<file path="src/rtl/tnoc_axi_write_read_demux_if.sv">
// Shared NoC configuration, packet types and the multi-VC flit handshake interface.
// Header fields sit in the low bits of a flit: head, tail, packet_type, then payload.
package tnoc_pkg;
  typedef struct packed {
    int virtual_channels;
    int data_width;
  } tnoc_config;

  localparam tnoc_config TNOC_DEFAULT_CONFIG = '{virtual_channels: 2, data_width: 16};

  typedef enum logic [2:0] {
    TNOC_WRITE              = 3'd0,
    TNOC_POSTED_WRITE       = 3'd1,
    TNOC_READ               = 3'd2,
    TNOC_RESPONSE           = 3'd3,
    TNOC_RESPONSE_WITH_DATA = 3'd4
  } tnoc_packet_type;

  localparam int FLIT_HEAD_BIT  = 0;
  localparam int FLIT_TAIL_BIT  = 1;
  localparam int FLIT_TYPE_LSB  = 2;
  localparam int FLIT_HDR_BITS  = 5;

  function automatic int tnoc_flit_width(tnoc_config cfg);
    return cfg.data_width + FLIT_HDR_BITS;
  endfunction
endpackage

interface tnoc_flit_if #(
  parameter tnoc_pkg::tnoc_config CONFIG   = tnoc_pkg::TNOC_DEFAULT_CONFIG,
  parameter int                   CHANNELS = CONFIG.virtual_channels
);
  localparam int FLIT_WIDTH = tnoc_pkg::tnoc_flit_width(CONFIG);

  logic [CHANNELS-1:0]                 valid;
  logic [CHANNELS-1:0]                 ready;
  logic [CHANNELS-1:0][FLIT_WIDTH-1:0] flit;
  logic [CHANNELS-1:0]                 vc_available;

  modport initiator (output valid, input ready, output flit, input vc_available);
  modport target    (input valid, output ready, input flit, output vc_available);
endinterface

</file>
<file path="src/rtl/tnoc_axi_write_read_demux.sv">
// Splits the router's multi-VC receive stream into a write-class and a read-class
// single-channel stream, each with a packet-locked round-robin arbiter and output register.
module tnoc_axi_write_read_demux #(
  parameter tnoc_pkg::tnoc_config CONFIG   = tnoc_pkg::TNOC_DEFAULT_CONFIG,
  parameter int                   WRITE_VC = -1,
  parameter int                   READ_VC  = -1,
  localparam int                  CHANNELS = CONFIG.virtual_channels,
  localparam int                  VC_WIDTH = (CHANNELS > 1) ? $clog2(CHANNELS) : 1
)(
  input  logic                clk,
  input  logic                rst_n,
  tnoc_flit_if.target         flit_in_if,
  tnoc_flit_if.initiator      write_flit_if,
  output logic [VC_WIDTH-1:0] o_write_vc,
  tnoc_flit_if.initiator      read_flit_if,
  output logic [VC_WIDTH-1:0] o_read_vc
);
  import tnoc_pkg::*;

  localparam int FLIT_WIDTH = tnoc_flit_width(CONFIG);
  localparam int PORTS      = 2;
  localparam int WR         = 0;
  localparam int RD         = 1;

  typedef enum logic {IDLE = 1'b0, LOCKED = 1'b1} port_state_e;

  port_state_e               state_r    [PORTS];
  port_state_e               state_s    [PORTS];
  logic [VC_WIDTH-1:0]       lock_vc_r  [PORTS];
  logic [VC_WIDTH-1:0]       lock_vc_s  [PORTS];
  logic [VC_WIDTH-1:0]       rr_ptr_r   [PORTS];
  logic [VC_WIDTH-1:0]       rr_ptr_s   [PORTS];
  logic [PORTS-1:0]          out_valid_r;
  logic [PORTS-1:0]          out_valid_s;
  logic [FLIT_WIDTH-1:0]     out_flit_r [PORTS];
  logic [FLIT_WIDTH-1:0]     out_flit_s [PORTS];
  logic [VC_WIDTH-1:0]       out_vc_r   [PORTS];
  logic [VC_WIDTH-1:0]       out_vc_s   [PORTS];

  logic [CHANNELS-1:0]       cand_s     [PORTS];
  logic [PORTS-1:0]          grant_s;
  logic [VC_WIDTH-1:0]       owner_s    [PORTS];
  logic [PORTS-1:0]          out_ready_s;
  logic [PORTS-1:0]          can_load_s;
  logic [PORTS-1:0]          accept_s;
  logic [CHANNELS-1:0]       ready_s;

  function automatic logic is_read_class(logic [FLIT_WIDTH-1:0] f);
    logic [2:0] t;
    t = f[FLIT_TYPE_LSB +: 3];
    return (t == TNOC_READ) || (t == TNOC_RESPONSE_WITH_DATA);
  endfunction

  function automatic logic vc_permitted(int p, int v);
    int limit;
    limit = (p == WR) ? WRITE_VC : READ_VC;
    return (limit < 0) || (limit == v);
  endfunction

  function automatic logic [VC_WIDTH-1:0] rr_index(logic [VC_WIDTH-1:0] ptr, int step);
    int idx;
    idx = (int'(ptr) + step) % CHANNELS;
    return idx[VC_WIDTH-1:0];
  endfunction

  assign out_ready_s = {read_flit_if.ready[0], write_flit_if.ready[0]};
  assign can_load_s  = ~out_valid_r | out_ready_s;

  // Header candidates per port: class match, not owned by the other port, VC permitted.
  always_comb begin
    for (int p = 0; p < PORTS; p++) begin
      for (int v = 0; v < CHANNELS; v++) begin
        cand_s[p][v] = flit_in_if.valid[v] && flit_in_if.flit[v][FLIT_HEAD_BIT] &&
                       (is_read_class(flit_in_if.flit[v]) == (p == RD)) &&
                       !((state_r[1-p] == LOCKED) && (lock_vc_r[1-p] == VC_WIDTH'(v))) &&
                       vc_permitted(p, v);
      end
    end
  end

  // Owner selection: the locked VC, or the first candidate after the last grant.
  always_comb begin
    for (int p = 0; p < PORTS; p++) begin
      grant_s[p] = 1'b0;
      owner_s[p] = '0;
      if (state_r[p] == LOCKED) begin
        grant_s[p] = 1'b1;
        owner_s[p] = lock_vc_r[p];
      end else begin
        for (int k = 1; k <= CHANNELS; k++) begin
          owner_s[p] = (!grant_s[p] && cand_s[p][rr_index(rr_ptr_r[p], k)]) ?
                       rr_index(rr_ptr_r[p], k) : owner_s[p];
          grant_s[p] = grant_s[p] | cand_s[p][rr_index(rr_ptr_r[p], k)];
        end
      end
      accept_s[p] = grant_s[p] && can_load_s[p] && flit_in_if.valid[owner_s[p]];
    end
  end

  // Input ready follows the owning port's load enable; held low while in reset.
  always_comb begin
    ready_s = '0;
    for (int p = 0; p < PORTS; p++) begin
      for (int v = 0; v < CHANNELS; v++) begin
        ready_s[v] = ready_s[v] | (grant_s[p] && can_load_s[p] && (owner_s[p] == VC_WIDTH'(v)));
      end
    end
  end

  assign flit_in_if.ready        = ready_s & {CHANNELS{rst_n}};
  assign flit_in_if.vc_available = '1;

  // Per-port lock FSM, round-robin pointer and output register next state.
  always_comb begin
    for (int p = 0; p < PORTS; p++) begin
      state_s[p]     = state_r[p];
      lock_vc_s[p]   = lock_vc_r[p];
      rr_ptr_s[p]    = rr_ptr_r[p];
      out_valid_s[p] = out_valid_r[p];
      out_flit_s[p]  = out_flit_r[p];
      out_vc_s[p]    = out_vc_r[p];
      case (state_r[p])
        IDLE: begin
          if (accept_s[p]) begin
            rr_ptr_s[p] = owner_s[p];
            if (!flit_in_if.flit[owner_s[p]][FLIT_TAIL_BIT]) begin
              state_s[p]   = LOCKED;
              lock_vc_s[p] = owner_s[p];
            end else begin
              state_s[p] = IDLE;
            end
          end else begin
            state_s[p] = IDLE;
          end
        end
        LOCKED: begin
          if (accept_s[p] && flit_in_if.flit[owner_s[p]][FLIT_TAIL_BIT]) begin
            state_s[p] = IDLE;
          end else begin
            state_s[p] = LOCKED;
          end
        end
        default: state_s[p] = IDLE;
      endcase
      if (accept_s[p]) begin
        out_valid_s[p] = 1'b1;
        out_flit_s[p]  = flit_in_if.flit[owner_s[p]];
        out_vc_s[p]    = owner_s[p];
      end else if (out_ready_s[p]) begin
        out_valid_s[p] = 1'b0;
      end else begin
        out_valid_s[p] = out_valid_r[p];
      end
    end
  end

  // State and output registers; pointers start at the last VC so VC0 wins first.
  always_ff @(posedge clk or negedge rst_n) begin
    if (!rst_n) begin
      out_valid_r <= '0;
      for (int p = 0; p < PORTS; p++) begin
        state_r[p]    <= IDLE;
        lock_vc_r[p]  <= '0;
        rr_ptr_r[p]   <= VC_WIDTH'(CHANNELS - 1);
        out_flit_r[p] <= '0;
        out_vc_r[p]   <= '0;
      end
    end else begin
      out_valid_r <= out_valid_s;
      for (int p = 0; p < PORTS; p++) begin
        state_r[p]    <= state_s[p];
        lock_vc_r[p]  <= lock_vc_s[p];
        rr_ptr_r[p]   <= rr_ptr_s[p];
        out_flit_r[p] <= out_flit_s[p];
        out_vc_r[p]   <= out_vc_s[p];
      end
    end
  end

  assign write_flit_if.valid   = out_valid_r[WR];
  assign write_flit_if.flit[0] = out_flit_r[WR];
  assign o_write_vc            = out_vc_r[WR];
  assign read_flit_if.valid    = out_valid_r[RD];
  assign read_flit_if.flit[0]  = out_flit_r[RD];
  assign o_read_vc             = out_vc_r[RD];
endmodule

</file>
<file path="src/flat_wrapper.sv">
// flat-port wrapper written by rule: the top's interface ports become plain ports
module tnoc_axi_write_read_demux_flat import tnoc_pkg::*;
#(
  parameter tnoc_pkg::tnoc_config CONFIG   = tnoc_pkg::TNOC_DEFAULT_CONFIG,
  parameter int                   WRITE_VC = -1,
  parameter int                   READ_VC  = -1,
  localparam int                  CHANNELS = CONFIG.virtual_channels,
  localparam int                  VC_WIDTH = (CHANNELS > 1) ? $clog2(CHANNELS) : 1
)
  (clk, rst_n, o_write_vc, o_read_vc, flit_in_if_valid, flit_in_if_ready, flit_in_if_flit, flit_in_if_vc_available, write_flit_if_valid, write_flit_if_ready, write_flit_if_flit, write_flit_if_vc_available, read_flit_if_valid, read_flit_if_ready, read_flit_if_flit, read_flit_if_vc_available);
  tnoc_flit_if #(.CONFIG(CONFIG), .CHANNELS(((TNOC_DEFAULT_CONFIG).virtual_channels))) flit_in_if_i ();
  tnoc_flit_if #(.CONFIG(CONFIG), .CHANNELS(1)) write_flit_if_i ();
  tnoc_flit_if #(.CONFIG(CONFIG), .CHANNELS(1)) read_flit_if_i ();
  input  logic clk;
  input  logic rst_n;
  output logic [VC_WIDTH-1:0] o_write_vc;
  output logic [VC_WIDTH-1:0] o_read_vc;
  input wire logic [$bits(flit_in_if_i.valid)-1:0] flit_in_if_valid;
  output wire logic [$bits(flit_in_if_i.ready)-1:0] flit_in_if_ready;
  input wire logic [$bits(flit_in_if_i.flit)-1:0] flit_in_if_flit;
  output wire logic [$bits(flit_in_if_i.vc_available)-1:0] flit_in_if_vc_available;
  output wire logic [$bits(write_flit_if_i.valid)-1:0] write_flit_if_valid;
  input wire logic [$bits(write_flit_if_i.ready)-1:0] write_flit_if_ready;
  output wire logic [$bits(write_flit_if_i.flit)-1:0] write_flit_if_flit;
  input wire logic [$bits(write_flit_if_i.vc_available)-1:0] write_flit_if_vc_available;
  output wire logic [$bits(read_flit_if_i.valid)-1:0] read_flit_if_valid;
  input wire logic [$bits(read_flit_if_i.ready)-1:0] read_flit_if_ready;
  output wire logic [$bits(read_flit_if_i.flit)-1:0] read_flit_if_flit;
  input wire logic [$bits(read_flit_if_i.vc_available)-1:0] read_flit_if_vc_available;
  assign flit_in_if_i.valid = flit_in_if_valid;
  assign flit_in_if_ready = flit_in_if_i.ready;
  assign flit_in_if_i.flit = flit_in_if_flit;
  assign flit_in_if_vc_available = flit_in_if_i.vc_available;
  assign write_flit_if_valid = write_flit_if_i.valid;
  assign write_flit_if_i.ready = write_flit_if_ready;
  assign write_flit_if_flit = write_flit_if_i.flit;
  assign write_flit_if_i.vc_available = write_flit_if_vc_available;
  assign read_flit_if_valid = read_flit_if_i.valid;
  assign read_flit_if_i.ready = read_flit_if_ready;
  assign read_flit_if_flit = read_flit_if_i.flit;
  assign read_flit_if_i.vc_available = read_flit_if_vc_available;
  tnoc_axi_write_read_demux #(.CONFIG(CONFIG), .WRITE_VC(WRITE_VC), .READ_VC(READ_VC)) u_core (.clk(clk), .rst_n(rst_n), .flit_in_if(flit_in_if_i), .write_flit_if(write_flit_if_i), .o_write_vc(o_write_vc), .read_flit_if(read_flit_if_i), .o_read_vc(o_read_vc));
endmodule
</file>
<file path="config.mk">
export PLATFORM = sky130hd
export DESIGN_NAME = tnoc_axi_write_read_demux_flat
export DESIGN_NICKNAME = d
export VERILOG_FILES = /design/src/rtl/tnoc_axi_write_read_demux_if.sv /design/src/rtl/tnoc_axi_write_read_demux.sv /design/src/flat_wrapper.sv
export SDC_FILE = /design/constraint.sdc
export NUM_CORES = 1
export LEC_CHECK = 0
export BUFFER_PORTS_ARGS = -buffer_cell sky130_fd_sc_hd__buf_2
export CAP_MARGIN = 20
export CORE_MARGIN = 2
export CORE_UTILIZATION = 50
export CTS_CLUSTER_DIAMETER = 40
export DETAILED_ROUTE_END_ITERATION = 10
export PLACE_DENSITY = 0.85
export SYNTH_ARGS = -nofsm -noshare
export SYNTH_HDL_FRONTEND = slang
export SYNTH_SLANG_ARGS = --single-unit
</file>
<file path="constraint.sdc">
create_clock -name clk -period 3 [get_ports clk]
set_input_delay 0.3 -clock clk [delete_from_list [all_inputs] [get_ports clk]]
set_output_delay 0.3 -clock clk [all_outputs]
set_load 0.01 [all_outputs]
</file>
==> results of run 1 <==
cell type report:
cell class              count  area [µm²]  area share
clock buffers               7       76.32     0.02236
clock inverters             1       8.758    0.002566
inverters                   4       15.01    0.004399
multi-input cells         172        1376      0.4032
flip-flops and latches     52        1304      0.3820
well taps                  72       90.09     0.02639
repair buffers            104       543.0      0.1591
stage by stage:
step	hold WS [ns]	utilization	power, mW	cell area [µm²]	cells
6_report	0.008723	0.6276	3.227	3413	412
5_1_grt	0.05033	0.6276	3.477	3413	412
4_1_cts	0.01245	0.6276	3.258	3413	412
3_5_place_dp	0.3482	0.6119	2.866	3328	404
3_3_place_gp	0.3428	0.6119	2.804	3328	404
2_1_floorplan	0.004409	-	2.320	2779	242
kinds of logic (layout without fill, tap and decap cells):
kind of cell	count (synthesis)	after routing	share of synthesized area
multiplexers	65	65	0.2786
AND/OR/NAND/NOR	56	56	0.1001
flip-flops	52	52	0.4698
AO/OA/AOI/OAI	47	47	0.1051
buffers and inverters	18	116	0.03877
XOR/XNOR	2	2	0.006313
other	1	2	0.001351
metal layers:
layer	GRT usage	vias up	share of wire	wire length, µm
met5	0	-	0	0
met4	0.06316	0	0.012	72
met3	0.04368	9	0.073	452
met2	0.3487	93	0.47	2892
met1	0.2817	1037	0.45	2748
li1	-	1039	-	-
worst paths after layout:
| kind | from | endpoint | slack (ns) | depth (start not counted) |
|---|---|---|---|---|
| worst min-delay path | rst_n | u_core.write_flit_if.flit[15]$_DFFE_PN0P_ | 0.009 | 1 |
| worst max-delay path | register | flit_in_if_ready[1] | 0.45 | 7 |
| worst min register to register | u_core.write_flit_if.flit[2]$_DFFE_PN0P_ | u_core.write_flit_if.flit[2]$_DFFE_PN0P_ | 0.48 | 2 |
| worst max register to register | register | u_core.read_flit_if.flit[17]$_DFFE_PN0P_ | 0.56 | 7 |
| max in group asynchronous | rst_n | u_core.rr_ptr_r[0]$_DFFE_PN1P_ | 2.14 | 2 |
| min in group clk | flit_in_if_flit[37] | u_core.write_flit_if.flit[16]$_DFFE_PN0P_ | 0.30 | 3 |
cell usage after synthesis, types with 4 or more instances:
cell type,n
nand2b_1,5
nor2_1,5
mux2i_1,21
inv_1,4
mux2_4,18
buf_2,4
nand2_1,29
o21ai_0,25
a21oi_1,7
and2_1,4
dfrtp_1,50
nor2b_1,5
clkbuf_1,5
mux2_2,26
placed cells by master, fill, tap and decap left out, types with 3 or more instances in the layout:
cell,n
dfrtp_1,50
buf_2,95
mux2i_1,21
inv_1,4
clkbuf_8,5
buf_4,9
nand3_1,3
o21ai_0,25
nand2_1,29
and2_1,4
mux2_2,26
nor2b_1,5
a21oi_1,7
nor2_1,5
mux2_4,18
o31ai_1,3
nand2b_1,5
registers in the layout, summed over array words and instances, names as in the netlist, named ones only:
register                   count
u_core.write_flit_if.flit     21
u_core.rr_ptr_r                2
u_core.o_read_vc               1
u_core.o_write_vc              1
u_core.read_flit_if.flit      21
u_core.out_valid_r             2
u_core.lock_vc_r               2
report_power, final:
group | internal [mW] | total [mW] | switching, mW
sequential | 1.05 | 1.25 | 0.200
clock | 0.167 | 0.386 | 0.219
combinational | 0.818 | 1.60 | 0.779
==> flow_summary.ini, run 1 <==
[timing]
fin_crit_sh = 0.8491
rsz0062_at_grt = no
slew_headroom = 0.5803
hold_viol = 0
skew_ns = 0.004942
finalSetupViolCount = 0
fmax_mhz = 392.6
layout_min_cycle_time_ns = 2.547
fin_tns_setup_ns = 0
worst_pin_slew_ns = 0.6296
fin_ws_ns = 0.4527
slew_viol_final = 0

[logic_synthesis]
ys_seq_area_frac = 0.4698
yosysTopAreaCell = dfrtp_1
synth_cell_types = 38
avgSynthCellArea_um2 = 11.52
synth_top_area_frac = 0.4509
ys_async_sr_fraction = 1.000
synth.area.top_cells = dfrtp_1, mux2_2, mux2_4
synth_area_mm2 = 0.002775
synth_flop_cell = dfrtp_1
synth-edff-count = 0
synthCells = 241
yosys_warnings = 0
ys_seq_elements = 52

[cts]
cts-root-buf = clkbuf_8
htree_levels = 2
clockBufferDepth = 2
cts_tree = done
ctsHoldBuffers = 0
clk_pin_slew_worst_paths_ns = 0.09
numCtsBuffers = 5
cts_sinks = 52
cts_resized = 0
clkLatencyLatePin_ns = 0.30
cts_setup_buffers = 0

[grt]
grt_antenna_before_repair = 0
overflow = 0
grt_max_degree = 29
grt_usage = 0.2116
grt_pass1_vias = 2206
grt_pass1_wl_um = 10220

[placement]
numPortBuffers = 95
hpwl_um = 4598
post-place-ws_ns = 0.5968
place.gp.congestion = 0.8342

[critical_path]
cpMaxStageDelayCell = dfrtp_1
critPathMaxStageDelay_ns = 0.47
cp-end-kind = output pin
arrival_ns = 2.25
worstPathCellList = and2_1 -> or4_4 -> and2_4 -> and2b_2 -> a21oi_1 -> nor2b_1 -> buf_2
critical_path.top_delay_family = simple AND/OR/NAND/NOR gates
critPathBufInv = 1
critPathRequiredTime_ns = 2.70
critPathKind = reg2out
path_max_fanout = 9
critical_path.startpoint_type = register

[drt]
routedWlPerCell_um = 14.96
route.detailed.drc = 0
drt.antenna.violating_nets = 0
vias = 2178
initialDrtViolationCount = 72
drt-total-wl_um = 6165
viasPerCell = 5.286
first_pass_iters = 4

[power_and_ir_drop]
p_per_area_mw_per_mm2 = 945.5
peakVddDrop_mv = 0.4834
power_leakage_nw = 1.791

[final_layout]
antenna_cells = 0
synthToLayoutAreaGrowth_pct = 22.99
nets = 389
drive_above_1_share = 0.4735
fillers = 449

[worst_hold_path]
hp-class = in2async

[status]
status = finished, final reports clean

[floorplanning]
ios = 100
start_util = 0.5102
rows = 27
die-height_um = 78.50
die_width_um = 78.50
core-area_mm2 = 0.005439
dieArea_mm2 = 0.006162

[job]
cap_viol_max_count = 0
Note: power is estimated with default switching activity, not from simulation.
==> run 2: changes to the inputs <==
==> constraint.sdc (replaced) <==
create_clock -name clk -period 2.45 [get_ports clk]
set_input_delay 0.245 -clock clk [delete_from_list [all_inputs] [get_ports clk]]
set_output_delay 0.245 -clock clk [all_outputs]
set_load 0.01 [all_outputs]
==> run 2 against run 1 <==
Sequential cell count is the same. Hold slack gained 0.23 ns. Setup slack lost 0.39 ns. Global-route usage decreased by 0.52 points. Core utilization increased by 1.4 points. Critical endpoint unchanged. Highest routed layer unchanged.
==> flow_summary.ini, run 2 (synthesized netlist as in run 1, its figures left out) <==
[status]
status = finished, final reports clean

[grt]
grt_pass1_wl_um = 10020
grt_pass1_vias = 2209
grt_antenna_before_repair = 0
grt_max_degree = 49
overflow = 0
grt_usage = 0.2064

[critical_path]
rr_worst_depth = 8
critPathRequiredTime_ns = 2.20
critPathKind = reg2out
worstPathCellList = and2_4 -> or4_4 -> and2_4 -> and2b_4 -> a21oi_1 -> nor2b_1 -> buf_2
critPathMaxStageDelay_ns = 0.43
critical_path.startpoint_type = register
path_max_fanout = 7
cp.depth = 7
arrival_ns = 2.14
cp_common_cell = and2_4
critical_path.top_delay_family = simple AND/OR/NAND/NOR gates
critPathBufInv = 1
cpMaxStageDelayCell = or4_4
cp-end-kind = output pin

[timing]
rsz0062_at_grt = yes
fmax_mhz = 419.1
worst_pin_slew_ns = 0.5884
finalSetupViolCount = 0
slew_headroom = 0.6077
hold_ws_ns = 0.2377
slew_viol_final = 0
fin_ws_ns = 0.06415
layout_min_cycle_time_ns = 2.386
skew_ns = 0.006168
fin_crit_sh = 0.9738
hold_viol = 0

[drt]
drt-total-wl_um = 6063
viasPerCell = 5.222
initialDrtViolationCount = 74
first_pass_iters = 4
route.detailed.drc = 0
vias = 2167
routedWlPerCell_um = 14.61
drt.antenna.violating_nets = 0

[worst_hold_path]
whs_path_depth = 3
hp-class = in2reg

[cts]
htree_levels = 2
clockBufferDepth = 2
cts_tree = done
cts_sinks = 52
numCtsBuffers = 5
cts-root-buf = clkbuf_8
clk_pin_slew_worst_paths_ns = 0.09
clkLatencyLatePin_ns = 0.30

[floorplanning]
die-height_um = 78.50
die_width_um = 78.50
core-area_mm2 = 0.005439
rows = 27
ios = 100
start_util = 0.5102
dieArea_mm2 = 0.006162

[placement]
post-place-ws_ns = 0.1281
place_area_mm2 = 0.003363
hpwl_um = 4669
dp_cells = 407
place.gp.congestion = 0.8110
numPortBuffers = 95

[job]
cap_viol_max_count = 0

[power_and_ir_drop]
peakVddDrop_mv = 0.5640
power_leakage_nw = 1.829
p_per_area_mw_per_mm2 = 1168

[final_layout]
nets = 394
multi_input_area_mm2 = 0.001380
fillers = 467
final-instance-count-excl-fill = 415
final_common_cell = buf_2
final_area_mm2 = 0.003487
mostFrequentLayoutCells = buf_2, dfrtp_1, nand2_1, mux2_2, o21ai_0
antenna_cells = 0
synthToLayoutAreaGrowth_pct = 25.65
ff_latch_area_mm2 = 0.001304
drive_above_1_share = 0.4840
-- run 2: repair_timing --
| action | in CTS | in global routing |
|---|---|---|
| setup buffers | 0 | 1 |
| hold buffers | 1 | 0 |
| setup endpoints to repair | 0 | 4 |
| endpoints found under the hold margin | 4 | 0 |
| gates resized for setup | 0 | 3 |
-- run 2: layout make-up --
type / count / share of cell area
Clock buffer: 5 / 0.01973
Clock inverter: 1 / 0.008611
Inverter: 4 / 0.004306
Multi-Input combinational cell: 172 / 0.3958
Sequential cell: 52 / 0.3739
Tap cell: 72 / 0.02583
Timing Repair Buffer: 109 / 0.1719
-- run 2: layer usage --
layer  global-route usage  up-vias  part of all wire
li1                     -     1054                 -
met4              0.05789        0             0.011
met1               0.2600     1034              0.43
met2               0.3444       73              0.48
met3              0.06207        6             0.071
met5                    0        -                 0
-- run 2: power by group --
group / switching (mW) / internal [mW] / total (mW)
clock: 0.269 / 0.293 / 0.563
sequential: 0.231 / 1.28 / 1.51
combinational: 0.953 / 1.05 / 2.00
-- run 2: worst reg2reg max path, delay by kind of cell, from the launching register on --
| family | cells | cell delay, ns |
|---|---|---|
| flops | 1 | 0.43 |
| mux | 1 | 0.31 |
| compound gates | 2 | 0.49 |
| buf+inv | 2 | 0.41 |
| simple gates | 3 | 0.60 |
-- run 2: final timing paths --
path | startpoint | to | slack [ns]
hold reg to reg | u_core.write_flit_if.flit[7]$_DFFE_PN0P_ | u_core.write_flit_if.flit[7]$_DFFE_PN0P_ | 0.48
hold / removal | flit_in_if_flit[32] | u_core.write_flit_if.flit[11]$_DFFE_PN0P_ | 0.24
setup reg to reg | register | u_core.read_flit_if.flit[11]$_DFFE_PN0P_ | 0.09
setup / recovery | u_core.lock_vc_r[1]$_DFFE_PN0P_ | flit_in_if_ready[1] | 0.06
min in group asynchronous | rst_n | u_core.out_valid_r[1]$_DFFE_PN0P_ | 0.29
max in group asynchronous | rst_n | u_core.read_flit_if.flit[5]$_DFFE_PN0P_ | 1.33
-- run 2: per-stage QoR --
step                        util  setup TNS [ns]  power [mW]
final                     0.6411               0       4.074
after global routing      0.6411      -0.0007589       4.376
after CTS                 0.6384               0       4.098
after detailed placement  0.6184               0       3.532
after global placement    0.6184               0       3.461
after floorplan                -               0       2.840
==> run 3: changes to the inputs <==
--- a/config.mk
+++ b/config.mk
@@ -12,6 +12,7 @@
 export CTS_CLUSTER_DIAMETER = 40
 export DETAILED_ROUTE_END_ITERATION = 10
 export PLACE_DENSITY = 0.85
+export REMOVE_ABC_BUFFERS = 1
 export SYNTH_ARGS = -nofsm -noshare
 export SYNTH_HDL_FRONTEND = slang
 export SYNTH_SLANG_ARGS = --single-unit
==> run 3 against run 2 <==
Hold slack about the same. Routed wire length is 0.96% higher. Sequential power is essentially flat. Clock skew down 0.0026 ns. Sequential cell count did not move. Critical path type unchanged. Highest routed layer unchanged.
==> flow_summary.ini, run 3 (synthesized netlist as in run 1, its figures left out) <==
[floorplanning]
dieArea_mm2 = 0.006162
ios = 100
die_width_um = 78.50
start_util = 0.5102
die-height_um = 78.50
core-area_mm2 = 0.005439
rows = 27

[critical_path]
r2r_start = u_core.lock_vc_r[1]$_DFFE_PN0P_
path_max_fanout = 6
critical_path.startpoint_type = register
critPathMaxStageDelay_ns = 0.43
critPathRequiredTime_ns = 2.20
reg2reg_slack_ns = 0.13
cp-end-kind = output pin
critPathLaunch = u_core.lock_vc_r[1]$_DFFE_PN0P_
crit_end = flit_in_if_ready[1]
worstPathCellList = and2_4 -> or4_4 -> and2_4 -> and2b_4 -> a21oi_1 -> nor2b_1 -> buf_2
cpMaxStageDelayCell = or4_4
cp_common_cell = and2_4
arrival_ns = 2.11
rr_worst_depth = 7
r2r-end = u_core.read_flit_if.flit[0]$_DFFE_PN0P_
critPathKind = reg2out

[timing]
slew_headroom = 0.6113
worst_pin_slew_ns = 0.5831
fmax_mhz = 424.1
layout_min_cycle_time_ns = 2.358
hold_viol = 0
skew_ns = 0.003618
fin_crit_sh = 0.9625
rsz0062_at_grt = no
finalSetupViolCount = 0
slew_viol_final = 0
fin_ws_ns = 0.09182

[power_and_ir_drop]
power_frac_comb = 0.503
switching_power_mw = 1.481
fin_total_pwr_mw = 4.048
peakVddDrop_mv = 0.6161
p_sw_frac = 0.3659
clock_power_share = 0.125
p_int_mw = 2.567
power_leakage_nw = 1.838
p_per_area_mw_per_mm2 = 1161
seqPwrFrac = 0.372

[job]
cap_viol_max_count = 0

[drt]
vias = 2206
first_pass_iters = 4
drt-total-wl_um = 6121
drt.antenna.violating_nets = 0
viasPerCell = 5.265
route.detailed.drc = 0
routedWlPerCell_um = 14.61
initialDrtViolationCount = 97

[final_layout]
antenna_cells = 0
mostFrequentLayoutCells = buf_2, dfrtp_1, nand2_1, mux2_2, o21ai_0
drive_above_1_share = 0.4899
final_common_cell = buf_2
synthToLayoutAreaGrowth_pct = 25.65
nets = 396

[grt]
overflow = 0
grt_pass1_vias = 2164
grt_max_degree = 48
grt_usage = 0.2049
grt_antenna_before_repair = 0
grt_pass1_wl_um = 10040

[cts]
numCtsBuffers = 5
clockBufferDepth = 2
htree_levels = 2
cts-root-buf = clkbuf_8
clk_pin_slew_worst_paths_ns = 0.09
cts_sinks = 52
cts_tree = done
clkLatencyLatePin_ns = 0.30

[placement]
numPortBuffers = 95
post-place-ws_ns = 0.09261
hpwl_um = 4714
place.gp.congestion = 0.8056

[status]
status = finished, final reports clean

[worst_hold_path]
hp-class = in2reg
run 3: cell types whose count changed in the layout (fill, tap and decap cells not counted), sizes merged:
cell | previous run | this run
inv | 4 | 5
clkinv | 0 | 1
clkbuf | 5 | 6
bufinv | 1 | 0
buf | 108 | 110
run 3: worst min-delay path by stage:
stage | slack, ns | start | endpoint | cells past startpoint
final | 0.24 | flit_in_if_flit[35] | u_core.write_flit_if.flit[14]$_DFFE_PN0P_ | 3
after global routing | 0.25 | flit_in_if_flit[26] | u_core.write_flit_if.flit[5]$_DFFE_PN0P_ | 3
after CTS | 0.23 | flit_in_if_flit[35] | u_core.write_flit_if.flit[14]$_DFFE_PN0P_ | 3
after detailed placement | 0.1 | rst_n | u_core.o_read_vc$_DFFE_PN0P_ | 1
after global placement | 0.1 | rst_n | u_core.o_read_vc$_DFFE_PN0P_ | 1
after floorplan | -0.05 | rst_n | async pin | 0
run 3: area by class of cell:
type                       count  area [µm²]
multi-input combinational    172        1380
sequential                    52        1304
timing repair buffer         111       601.8
fill                         461        1952
clock buffer                   6       82.58
clock inverter                 2       13.76
tap                           72       90.09
inverter                       4       15.01
run 3: metal layers:
layer  up-vias  GRT usage  routed length [µm]  share of wire
met5         -          0                   0              0
met4         0    0.05439                  63          0.010
met3         5    0.04828                 366          0.060
met2        70     0.3521                3078           0.50
met1      1070     0.2590                2611           0.43
li1       1061          -                   -              -
run 3: repair_timing:
item	CTS	global route
gates resized for setup	0	4
hold endpoints to repair	5	0
setup endpoints to repair	0	23
setup buffers	0	4
hold buffers	1	0
run 3: through the flow:
stage	cells	hold WS, ns	util	instance area, µm²	setup TNS, ns
floorplan	228	-0.05059	-	2686	-9.372
global placement	406	0.09756	0.6147	3343	0
detailed placement	406	0.09658	0.6147	3343	0
CTS	415	0.2304	0.6342	3450	0
global route	419	0.2499	0.6411	3487	0
finish	419	0.2372	0.6411	3487	0
run 3: power by group through the flow:
stage	clock network (mW)	registers [mW]	logic [mW]
3_3_place_gp	0	1.50	1.94
4_1_cts	0.528	1.51	2.01
5_1_grt	0.563	1.56	2.24
2_1_floorplan	0	1.69	1.06
3_5_place_dp	0	1.52	2.01
6_report	0.507	1.51	2.04
run 3: critical path: cells and delay by family (launching register included):
kind | cells | cell delay (ns)
AOI/OAI and AO/OA | 1 | 0.07
buffers and inverters | 1 | 0.13
DFF | 1 | 0.42
and+or+nand+nor | 5 | 1.19
